## src/rtl/coin_acceptor_if.sv

```systemverilog
// Sensor-side and FSM-side signal bundle of the coin acceptor.
// The slave modport is the acceptor itself; the master modport is the environment driving the sensors.
interface coin_acceptor_if;
    logic [2:0] sense;
    logic [1:0] coin;
    logic       reject;
    logic       busy;
    logic [7:0] tally_a;
    logic [7:0] tally_b;
    logic [7:0] tally_c;

    modport master (
        output sense,
        input  coin, reject, busy, tally_a, tally_b, tally_c
    );

    modport slave (
        input  sense,
        output coin, reject, busy, tally_a, tally_b, tally_c
    );
endinterface

```

## src/rtl/coin_acceptor.sv

```systemverilog
// Coin acceptor: synchronizes and debounces three coin sensors and emits one coin-code pulse per coin.
// Defining COIN_TALLY_EN builds saturating per-coin tallies; otherwise the tallies read 8'h00.
module coin_acceptor #(
    parameter int DEBOUNCE_CYCLES = 4
) (
    input  logic           clock,
    input  logic           reset,
    coin_acceptor_if.slave bus
);
    localparam int CW = $clog2(DEBOUNCE_CYCLES + 1);
    localparam logic [CW-1:0] CNT_LAST = CW'(DEBOUNCE_CYCLES - 1);
    localparam logic [CW-1:0] CNT_ONE  = CW'(1);

    typedef enum logic [1:0] {
        ST_IDLE    = 2'd0,
        ST_PRESS   = 2'd1,
        ST_EMIT    = 2'd2,
        ST_RELEASE = 2'd3
    } state_t;

    // Non-one-hot patterns map to 2'b00, which the EMIT state treats as a jam.
    function automatic logic [1:0] coin_code(input logic [2:0] pat);
        case (pat)
            3'b001:  coin_code = 2'b01;
            3'b010:  coin_code = 2'b10;
            3'b100:  coin_code = 2'b11;
            default: coin_code = 2'b00;
        endcase
    endfunction

    logic [2:0]    sync1_r;
    logic [2:0]    sync2_r;
    state_t        state_r;
    logic [2:0]    pat_r;
    logic [CW-1:0] cnt_r;
    logic [1:0]    coin_r;
    logic          reject_r;

    // Two-flop synchronizer on the raw sensors.
    always_ff @(posedge clock or posedge reset) begin
        if (reset) begin
            sync1_r <= 3'b000;
            sync2_r <= 3'b000;
        end else begin
            sync1_r <= bus.sense;
            sync2_r <= sync1_r;
        end
    end

    // Debounce FSM with registered single-cycle coin/reject pulses.
    always_ff @(posedge clock or posedge reset) begin
        if (reset) begin
            state_r  <= ST_IDLE;
            pat_r    <= 3'b000;
            cnt_r    <= '0;
            coin_r   <= 2'b00;
            reject_r <= 1'b0;
        end else begin
            coin_r   <= 2'b00;
            reject_r <= 1'b0;
            case (state_r)
                ST_IDLE: begin
                    if (sync2_r != 3'b000) begin
                        pat_r   <= sync2_r;
                        cnt_r   <= CNT_ONE;
                        state_r <= ST_PRESS;
                    end
                end
                ST_PRESS: begin
                    // Any deviation from the latched pattern is a glitch: drop it silently.
                    if (sync2_r != pat_r) begin
                        state_r <= ST_IDLE;
                    end else if (cnt_r == CNT_LAST) begin
                        state_r <= ST_EMIT;
                    end else begin
                        cnt_r <= cnt_r + CNT_ONE;
                    end
                end
                ST_EMIT: begin
                    if (coin_code(pat_r) != 2'b00) begin
                        coin_r <= coin_code(pat_r);
                    end else begin
                        reject_r <= 1'b1;
                    end
                    cnt_r   <= '0;
                    state_r <= ST_RELEASE;
                end
                ST_RELEASE: begin
                    // Sensor activity restarts the release window, so a bouncing coin yields one pulse.
                    if (sync2_r != 3'b000) begin
                        cnt_r <= '0;
                    end else if (cnt_r == CNT_LAST) begin
                        state_r <= ST_IDLE;
                    end else begin
                        cnt_r <= cnt_r + CNT_ONE;
                    end
                end
                default: begin
                    state_r <= ST_IDLE;
                    cnt_r   <= '0;
                end
            endcase
        end
    end

    assign bus.coin   = coin_r;
    assign bus.reject = reject_r;
    assign bus.busy   = (state_r != ST_IDLE);

`ifdef COIN_TALLY_EN
    logic [7:0] tally_a_r;
    logic [7:0] tally_b_r;
    logic [7:0] tally_c_r;

    function automatic logic [7:0] sat_inc(input logic [7:0] v);
        sat_inc = (v == 8'hFF) ? 8'hFF : v + 8'd1;
    endfunction

    // Tallies step on the same edge that launches the coin pulse and hold at 8'hFF.
    always_ff @(posedge clock or posedge reset) begin
        if (reset) begin
            tally_a_r <= 8'h00;
            tally_b_r <= 8'h00;
            tally_c_r <= 8'h00;
        end else if (state_r == ST_EMIT) begin
            case (pat_r)
                3'b001:  tally_a_r <= sat_inc(tally_a_r);
                3'b010:  tally_b_r <= sat_inc(tally_b_r);
                3'b100:  tally_c_r <= sat_inc(tally_c_r);
                default: tally_a_r <= tally_a_r;
            endcase
        end
    end

    assign bus.tally_a = tally_a_r;
    assign bus.tally_b = tally_b_r;
    assign bus.tally_c = tally_c_r;
`else
    assign bus.tally_a = 8'h00;
    assign bus.tally_b = 8'h00;
    assign bus.tally_c = 8'h00;
`endif

endmodule

```

## src/flat_wrapper.sv

```systemverilog
// flat-port wrapper written by rule: the top's interface ports become plain ports
module coin_acceptor_flat 
#(
    parameter int DEBOUNCE_CYCLES = 4
)
  (clock, reset, bus_sense, bus_coin, bus_reject, bus_busy, bus_tally_a, bus_tally_b, bus_tally_c);
  coin_acceptor_if bus_i ();
  input  logic clock;
  input  logic reset;
  input wire logic [$bits(bus_i.sense)-1:0] bus_sense;
  output wire logic [$bits(bus_i.coin)-1:0] bus_coin;
  output wire logic [$bits(bus_i.reject)-1:0] bus_reject;
  output wire logic [$bits(bus_i.busy)-1:0] bus_busy;
  output wire logic [$bits(bus_i.tally_a)-1:0] bus_tally_a;
  output wire logic [$bits(bus_i.tally_b)-1:0] bus_tally_b;
  output wire logic [$bits(bus_i.tally_c)-1:0] bus_tally_c;
  assign bus_i.sense = bus_sense;
  assign bus_coin = bus_i.coin;
  assign bus_reject = bus_i.reject;
  assign bus_busy = bus_i.busy;
  assign bus_tally_a = bus_i.tally_a;
  assign bus_tally_b = bus_i.tally_b;
  assign bus_tally_c = bus_i.tally_c;
  coin_acceptor #(.DEBOUNCE_CYCLES(DEBOUNCE_CYCLES)) u_core (.clock(clock), .reset(reset), .bus(bus_i));
endmodule
```

## config.mk

```make
export PLATFORM = sky130hd
export DESIGN_NAME = coin_acceptor_flat
export DESIGN_NICKNAME = d
export VERILOG_FILES = /design/src/rtl/coin_acceptor_if.sv /design/src/rtl/coin_acceptor.sv /design/src/flat_wrapper.sv
export SDC_FILE = /design/constraint.sdc
export NUM_CORES = 1
export LEC_CHECK = 0
export BUFFER_PORTS_ARGS = -buffer_cell sky130_fd_sc_hd__buf_4
export CAP_MARGIN = 20
export CELL_PAD_IN_SITES_DETAIL_PLACEMENT = 0
export CELL_PAD_IN_SITES_GLOBAL_PLACEMENT = 2
export CORE_MARGIN = 5
export CORE_UTILIZATION = 27
export CTS_BUF_LIST = sky130_fd_sc_hd__clkbuf_8
export DETAILED_ROUTE_END_ITERATION = 8
export PLACE_DENSITY = 0.77
export SLEW_MARGIN = 20
export SYNTH_ARGS = -nofsm -noshare
export SYNTH_HDL_FRONTEND = slang
export SYNTH_SLANG_ARGS = --single-unit
```

## constraint.sdc

```tcl
create_clock -name clock -period 1.4 [get_ports clock]
set_clock_uncertainty 0.05 [all_clocks]
set_input_delay 0.14 -clock clock [delete_from_list [all_inputs] [get_ports clock]]
set_output_delay 0.14 -clock clock [all_outputs]
set_load 0.02 [all_outputs]
```

# After elaboration in Yosys (flattened, before gate mapping)
# Index checks and enable logic that the tools add are counted.
# word_totals
reg_bits	17
inputBits	5
out_inout_bits	28
# op_classes
addsub	1
eq_ne	13
n_mux	17
reduce_logical	7
# op_table
op	count
$mux W2	8
$mux W3	4
$pmux W3 S4	1
$pmux W2 S4	1
$eq A3 B2 Y1 const B	2
$pmux W2 S3	1
$eq A2 B2 Y1 const B	2
$ne A2 B1 Y1 const B	2
$ne A2 B2 Y1 const B	2
$reduce_and A2 Y1	2
$reduce_and A4 Y1	1
$reduce_bool A2 Y1	2
$add A3 B1 Y3 const B	1
$eq A3 B1 Y1 const B	1
$eq A3 B3 Y1 const B	1
$ne A3 B1 Y1 const B	1
$ne A3 B3 Y1	1
$reduce_bool A3 Y1	1
$eq A2 B1 Y1 const B	1
$logic_not A2 Y1	1
$mux W1	2

# Logic depth before layout (Yosys ltp)
# Gate-level depths: netlist (run 1).
# logic_depth
depth_word	6
mapped_depth	5
ltp_nobuf	5

# Worst setup path after synthesis (run 1)
# Ideal clock, no wire load.
# synth_path
path_type	register to register
from	register u_core.sync2_r[0]
to	register u_core.cnt_r[2]
arrival_time_ns	1.283
t_required_ns	1.284
setup_slack_ns	0.001
path_stages_with_launch	6
n_path_buf	1
synth_period_minus_slack_ns	1.399
cell_sequence	dfrtp_1 -> or3_1 -> buf_6 -> nor3_4 -> o21a_1 -> o31a_1
# synth_via
elab_chain_len	3
elab_cells_between_ends	7
cone_classes	eq/ne (3); mux (2); reduce/logical (2)
# synth_rtl
item	line_no	rtl
from (decl)	coin_acceptor.sv:32	logic [2:0] sync2_r;
from (signal assigned)	coin_acceptor.sv:46	sync2_r <= sync1_r;
$reduce_bool A3 Y1 or $ne A3 B3 Y1 (tied branches)	coin_acceptor.sv:63, coin_acceptor.sv:90, coin_acceptor.sv:71	
$mux W3 (tied with other cells)	coin_acceptor.sv:90	if (sync2_r != 3'b000) begin
$pmux W3 S4 or $reduce_and A2 Y1 (tied branches)	--	
to (signal assigned)	coin_acceptor.sv:76	cnt_r <= cnt_r + CNT_ONE;
to (signal assigned)	coin_acceptor.sv:95	cnt_r <= cnt_r + CNT_ONE;
to (decl)	coin_acceptor.sv:35	logic [CW-1:0] cnt_r;
# Several ways; a longest one is shown, not always the timed one.
# A chain may end at the register's enable or synchronous reset.

# Worst setup path after layout (run 1)
# layout_path
from	register u_core.sync2_r[1]
to	register u_core.cnt_r[2]
# Same word-level chain as after synthesis.

==> results of run 1 <==
-- what timing repair did --
action / 4_1_cts / 5_1_grt
resized for setup: 3 / 5
setup endpoints to repair: 3 / 5
hold buffers: 4 / 0
hold endpoints to repair: 20 / 0
setup buffers: 0 / 2
-- synth_stat cells, types with 2 or more instances --
cell type / count / area, sq um
a211oi_1: 2 / 15.0
xnor2_1: 5 / 43.8
nand2_1: 6 / 22.5
buf_2: 2 / 10.0
nand2b_1: 3 / 18.8
nor3_1: 4 / 20.0
inv_1: 2 / 7.51
a21oi_1: 4 / 20.0
and3_1: 2 / 12.5
a22o_1: 2 / 17.5
buf_4: 24 / 180
o21ai_0: 2 / 10.0
nor2_1: 7 / 26.3
dfrtp_1: 17 / 425
-- metrics by stage --
step | setup slack [ps] | hold slack, ps | setup TNS [ps]
global placement | -30.3 | 117 | -74.0
detailed placement | -82.7 | 124 | -141
global route | -36.8 | 306 | -104
floorplan | 1.12 | 16.1 | 0
finish | 25.3 | 299 | 0
CTS | -2.43 | 300 | -2.43
-- power by group through the flow --
stage          Clock, mW  Sequential (mW)  Combinational, mW
3_5_place_dp           0            0.731               1.02
2_1_floorplan          0            0.699              0.727
5_1_grt            0.399            0.745               1.22
6_report           0.351            0.730               1.10
3_3_place_gp           0            0.727               1.01
4_1_cts            0.370            0.722               1.05
-- placed cells by master, fill, tap and decap left out, types with 2 or more instances in the layout --
cell type and count:
buf_4 26, nor3_1 4, clkbuf_8 3, inv_1 3, conb_1 24, dfrtp_1 17
xnor2_1 4, dlygate4sd3_1 4, o21ai_1 2, nand2_1 6, a211oi_1 2, nor2_1 6
a22o_1 2, a21oi_1 4, nand2b_1 3
-- state kept, by name, summed over array words and instances (netlist names), named ones only --
signal / flops
u_core.sync2_r: 3
u_core.state_r: 1
u_core.sync1_r: 3
u_core.bus.reject: 1
u_core.bus.coin: 2
u_core.cnt_r: 3
u_core.pat_r: 3
-- layout make-up --
| type | count | area share, % |
|---|---|---|
| clock buffer | 3 | 3.40 |
| tap | 46 | 4.74 |
| sequential | 17 | 35.1 |
| timing repair buffer | 30 | 19.4 |
| clock inverter | 1 | 0.309 |
| inverter | 2 | 0.619 |
| multi-input combinational | 75 | 36.5 |
-- cell families after synthesis --
kind of cell | after synthesis | share of synthesized area (%)
buffers and inverters | 31 | 22.7
AND/OR/NAND/NOR | 27 | 14.5
AO/OA/AOI/OAI | 18 | 12.9
flip-flops | 17 | 43.8
XOR/XNOR | 5 | 4.50
adder cells (fa/ha/maj) | 1 | 1.29
other | 1 | 0.386
-- worst min path at each step --
stage | start | endpoint | slack [ps]
global placement | reset | asynchronous set/reset pin | 120
CTS | u_core.sync1_r[2]$_DFF_PP0_ | u_core.sync2_r[2]$_DFF_PP0_ | 300
detailed placement | reset | u_core.cnt_r[2]$_DFFE_PP0P_ | 120
finish | u_core.sync1_r[0]$_DFF_PP0_ | u_core.sync2_r[0]$_DFF_PP0_ | 300
floorplan | reset | asynchronous set/reset pin | 20
global route | u_core.sync1_r[1]$_DFF_PP0_ | u_core.sync2_r[1]$_DFF_PP0_ | 310
-- layer usage --
metal	routed length [um]	global-route usage [%]	up-vias
met3	187	4.02	0
met2	889	11.8	32
met1	729	8.17	307
met5	0	0	-
li1	-	-	344
met4	0	0.638	0
==> metrics.md, run 1 <==
| Metric | Value |
|---|---|
| Combined area of all synthesized cells | `972 sq um` |
| End point of the critical path | `u_core.cnt_r[2]$_DFFE_PP0P_` |
| Clock root buffer master | `clkbuf_8` |
| Reg clk slew, reported paths | `70 ps` |
| Final routed DRC violation total | `0` |
| DP Area | `1080 sq um` |
| Largest stage delay on the critical path | `420 ps` |
| Async set or reset register ratio after synthesis | `100%` |
| Logic depth of the worst path, buffers included | `4` |
| Critical path's top delay family | `simple AND/OR/NAND/NOR gates` |
| Crit path max fanout | `7` |
| Count of clock tree sinks | `17` |
| Cell count after synthesis | `100` |
| Max-slew violation total from the final report | `0` |
| Final period util | `98.2%` |
| Global-route usage over all layers | `7.05%` |
| Max Buffers Root-to-Sink | `2` |
| Half-perimeter wire length of the detailed placement result | `1360 um` |
| Sequential fraction of design power | `33.4%` |
| Syn_area_per_cell | `9.72 sq um` |
| Combined area of the multi-input logic cells | `443 sq um` |
| Count of non-filler cells in the finished layout | `174` |
| Buffers and inverters on the worst path | `0` |
| Switching share of power | `37.5%` |
| Standard cell core area | `3420 sq um` |
| Fin nets | `135` |
| Initial antenna violation count | `0` |
| Placement row count | `21` |
| Seq cells post-synth | `17` |
| Starting density of the core | `28.5%` |
| Vias/cell | `3.93` |
| Critical path class | `flop to flop` |
| Clock network latency to the later pin of the worst-skew pair | `250 ps` |
| Shortest period the worst path allows | `1370 ps` |
| Result of the run | `finished, final reports clean` |
| Post-route antenna net violation count | `0` |
| Number of stages on the worst hold path | `0` |
| Max-cap violations | `0` |
| Number of placed cells counting well taps | `164` |
| Sw power | `0.820 mW` |
| Routed length per placed instance | `10.4 um` |
| Hold WC Path Type | `flop to flop` |
| Post-synthesis cell type count | `32` |
| Fraction of layout instances using a drive strength above 1 | `28.9%` |
| Worst setup path start | `u_core.sync2_r[1]$_DFF_PP0_` |
| Worst endpoint required time | `1540 ps` |
| Final hold violations | `0` |
| Area Overhead vs Synth | `24.8%` |
| Total internal power | `1.36 mW` |
| Sequential fraction of the synthesis area | `43.8%` |
| Unrepaired setup endpoints after global routing | `yes` |
| Synth warnings | `0` |
| Via count | `683` |
| Final Util | `35.5%` |
| Filler Cell Count | `363` |
| First-pass GRT wire length | `2730 um` |
| Static leakage power | `0.584 nW` |
| IR Drop Worst-Case VDD | `0.000529 V` |
| Starting DRC count in detailed routing | `20` |
| Cell Pwr Density | `1800 nW/um^2` |
| Horiz. Die Dim | `70.0 um` |
| CTS tree | `yes` |
| Pin count of the biggest net entering global routing | `18` |
| Critical register-to-register path endpoint | `u_core.cnt_r[2]$_DFFE_PP0P_` |
| Worst setup slack for register-to-register paths | `30 ps` |
| Count of flip-flops with a built-in enable after synthesis | `0` |
| IO Pins | `33` |
| H-tree levels | `1` |
| Launch point of the worst reg-to-reg path | `u_core.sync2_r[1]$_DFF_PP0_` |
| Storage element area | `425 sq um` |
| Critical-path cell list | `or3_4, nor3_4, o21a_1, o31a_1` |
| Drt total wl | `1810 um` |
| Number of iterations in the first detailed-routing pass | `4` |
| Diodes inserted | `0` |
| Cell with the largest stage delay on the worst path | `or3_4` |
| Peak clock frequency supported by timing | `727 MHz` |
| CP endpoint kind | `flop` |
| Total global routing overflow | `0` |
| Share of total power in the clock network | `16.1%` |
| Last weighted congestion value of the routability-driven placer | `0.792` |
| Arrival time at the worst endpoint | `1510 ps` |
| Setup violation total in the final timing report | `0` |
| Share of power burned in combinational logic | `50.5%` |
| Port bufs | `8` |
| Worst reg-to-reg path cell count | `4` |
| Vertical extent of the die | `70.0 um` |
| Number of CTS-inserted buffers | `3` |
| Startpoint class of the critical path | `flop` |
| Commonest register cell after synthesis | `dfrtp_1` |
| Post-layout total power | `2.18 mW` |
| Post-route standard cell area excluding fillers | `1210 sq um` |
| Vias in the first global route | `594` |
| Full die area | `4900 sq um` |
Note: power is estimated with default switching activity, not from simulation.
==> run 2: changes to the inputs <==
--- a/config.mk
+++ b/config.mk
@@ -13,7 +13,9 @@
 export CORE_UTILIZATION = 27
 export CTS_BUF_LIST = sky130_fd_sc_hd__clkbuf_8
 export DETAILED_ROUTE_END_ITERATION = 8
+export HOLD_SLACK_MARGIN = 0.1
 export PLACE_DENSITY = 0.77
+export REMOVE_ABC_BUFFERS = 1
 export SLEW_MARGIN = 20
 export SYNTH_ARGS = -nofsm -noshare
 export SYNTH_HDL_FRONTEND = slang
==> run 2 against run 1 <==
Against the previous run:
- via count grew 2.6%
- die area is the same
- cell area grew 2.8%
- register-to-register slack is essentially flat
- clock-buffer cell count is the same
- setup slack lost 9.7 ps
- final cell count is the same
- first-iteration DRC count grew 5.0%
- sequential cell count is the same
- combinational power grew 8%
==> metrics.md, run 2 (synthesis gave the netlist of run 1 again) <==
| Metric | Value |
|---|---|
| Result of the run | `finished, final reports clean` |
| Fin nets | `135 (unchanged)` |
| Horiz. Die Dim | `70.0 um (unchanged)` |
| Critical register-to-register path endpoint | `u_core.cnt_r[2]$_DFFE_PP0P_` |
| IR Drop Worst-Case VDD | `0.000532 V (+0.50%)` |
| Number of iterations in the first detailed-routing pass | `3 (-1)` |
| Worst reg-to-reg path cell count | `4 (unchanged)` |
| Most frequent standard cell in the layout excluding fill and tap cells | `buf_4` |
| Starting density of the core | `28.5% (unchanged)` |
| Critical path class | `flop to flop` |
| Worst setup slack for register-to-register paths | `20 ps (about the same)` |
| Routed length per placed instance | `11.0 um (+5.7%)` |
| IO Pins | `33 (unchanged)` |
| Cell Pwr Density | `1830 nW/um^2 (+1.9%)` |
| H-tree levels | `1 (unchanged)` |
| Shortest period the worst path allows | `1380 ps (+9.73 ps)` |
| Worst endpoint required time | `1550 ps (about the same)` |
| Worst slew margin | `56.9%` |
| Full die area | `4900 sq um (unchanged)` |
| Initial antenna violation count | `0 (unchanged)` |
| Critical path's top delay family | `simple AND/OR/NAND/NOR gates` |
| Peak clock frequency supported by timing | `722 MHz (-0.70%)` |
| Pin count of the biggest net entering global routing | `18 (unchanged)` |
| Reg clk slew, reported paths | `70 ps (about the same)` |
| Start point of the worst min-delay path | `u_core.sync1_r[2]$_DFF_PP0_` |
| Via count | `701 (+2.6%)` |
| Number of placed cells counting well taps | `163 (-0.61%)` |
| Startpoint class of the critical path | `flop` |
| Max-cap violations | `0 (unchanged)` |
| Slew at the pin closest to its max-slew limit | `645 ps` |
| Vias in the first global route | `705 (+19%)` |
| Vertical extent of the die | `70.0 um (unchanged)` |
| Launch point of the worst reg-to-reg path | `u_core.sync2_r[1]$_DFF_PP0_` |
| End point of the critical path | `u_core.cnt_r[2]$_DFFE_PP0P_` |
| Starting DRC count in detailed routing | `21 (+5.0%)` |
| Buffers and inverters on the worst path | `0 (unchanged)` |
| Post-route standard cell area excluding fillers | `1250 sq um (+2.8%)` |
| CTS tree | `yes` |
| Post-route antenna net violation count | `0 (unchanged)` |
| Crit path max fanout | `8 (+1)` |
| Cell with the largest stage delay on the worst path | `or3_4` |
| Count of non-filler cells in the finished layout | `174 (unchanged)` |
| Setup violation total in the final timing report | `0 (unchanged)` |
| Unrepaired setup endpoints after global routing | `yes` |
| Vias/cell | `4.03 (+2.6%)` |
| Fraction of layout instances using a drive strength above 1 | `33.6% (+4.7 points)` |
| Arrival time at the worst endpoint | `1540 ps (+30 ps)` |
| Final routed DRC violation total | `0 (unchanged)` |
| CP endpoint kind | `flop` |
| Post-layout total power | `2.29 mW (+4.7%)` |
| Number of CTS-inserted buffers | `3 (unchanged)` |
| Clock root buffer master | `clkbuf_8` |
| Count of clock tree sinks | `17 (unchanged)` |
| Worst setup path start | `u_core.sync2_r[1]$_DFF_PP0_` |
| Worst Hold Margin | `298 ps (-0.437 ps)` |
| Half-perimeter wire length of the detailed placement result | `1360 um (+0.15%)` |
| Diodes inserted | `0 (unchanged)` |
| Logic depth of the worst path, buffers included | `4 (unchanged)` |
| Static leakage power | `0.594 nW (+1.7%)` |
| Max Buffers Root-to-Sink | `2 (unchanged)` |
| Final hold violations | `0 (unchanged)` |
| Hold WC Path Type | `flop to flop` |
| DP Area | `1080 sq um (-0.69%)` |
| First-pass GRT wire length | `3100 um (+14%)` |
| Critical-path cell list | `or3_4, nor3_4, o21a_1, o31a_1` |
| Area Overhead vs Synth | `28.3%` |
| Max-slew violation total from the final report | `0 (unchanged)` |
| Global-route usage over all layers | `7.97% (+0.92 points)` |
| Commonest non-fill, non-tap cells in the layout | `buf_4, conb_1, dfrtp_1` |
| Clock network latency to the later pin of the worst-skew pair | `260 ps (about the same)` |
| Total global routing overflow | `0 (unchanged)` |
| Port bufs | `8 (unchanged)` |
| Placement row count | `21 (unchanged)` |
| Largest stage delay on the critical path | `440 ps (+20 ps)` |
| Final period util | `98.9% (+0.69 points)` |
| Standard cell core area | `3420 sq um (unchanged)` |
| Last weighted congestion value of the routability-driven placer | `0.855 (+8.0%)` |
| Drt total wl | `1910 um (+5.7%)` |
| Filler Cell Count | `346 (-4.7%)` |
==> run 2: cell types whose count changed in the layout (fill, tap and decap cells not counted), sizes merged <==
| cell | change |
|---|---|
| clkinvlp | +1 |
| inv | -1 |
==> run 2: layout make-up <==
type                    count  area [sq um]  share of cell area, %
multi-input cells          75           473                   37.9
flip-flops and latches     17           425                   34.1
well taps                  46          57.6                   4.61
clock inverters             1          7.51                  0.602
repair buffers             30           235                   18.9
inverters                   2          7.51                  0.602
clock buffers               3          41.3                   3.31
==> run 2: worst register-to-register path, cell delays in order, from the launching register on <==
cell and delay [ps]:
dfrtp_1 400, or3_4 440, nor3_4 190, o21a_1 130, o31a_1 110
==> run 2: worst min path at each step <==
stage	to	slack (ps)	cells after the start
floorplan	asynchronous set/reset pin	20	1
global placement	u_core.sync1_r[2]$_DFF_PP0_	200	1
detailed placement	u_core.sync1_r[0]$_DFF_PP0_	200	1
CTS	u_core.sync2_r[2]$_DFF_PP0_	300	0
global route	u_core.sync2_r[2]$_DFF_PP0_	310	0
finish	u_core.sync2_r[2]$_DFF_PP0_	300	0
==> run 2: timing repair <==
item | CTS | global route
setup endpoints to repair | 5 | 3
hold endpoints to repair | 20 | 0
pin swaps | 0 | 5
gates resized for setup | 5 | 8
cloned | 0 | 0
hold buffers | 4 | 0
buffers inserted | 1 | 2
==> run 2: metal layers <==
layer  global-route usage, %  vias to the layer above  wire, um
li1                        -                      344         -
met1                    8.95                      329       769
met3                    1.72                        5       114
met5                       0                        -         0
met2                    13.2                       23       972
met4                    5.74                        0        53
==> run 2: report_power, final <==
group	internal, mW	switching [mW]
Sequential	0.609	0.102
Clock	0.201	0.186
Combinational	0.595	0.595
==> run 2: through the flow <==
| step | worst slack, ps | util (%) | TNS [ps] |
|---|---|---|---|
| 6_report | 15.6 | 36.5 | 0 |
| 5_1_grt | -77.2 | 36.5 | -153 |
| 4_1_cts | 7.00 | 34.9 | 0 |
| 3_5_place_dp | -88.5 | 31.5 | -172 |
| 3_3_place_gp | -45.5 | 31.5 | -80.9 |
| 2_1_floorplan | -12.7 | - | -12.7 |
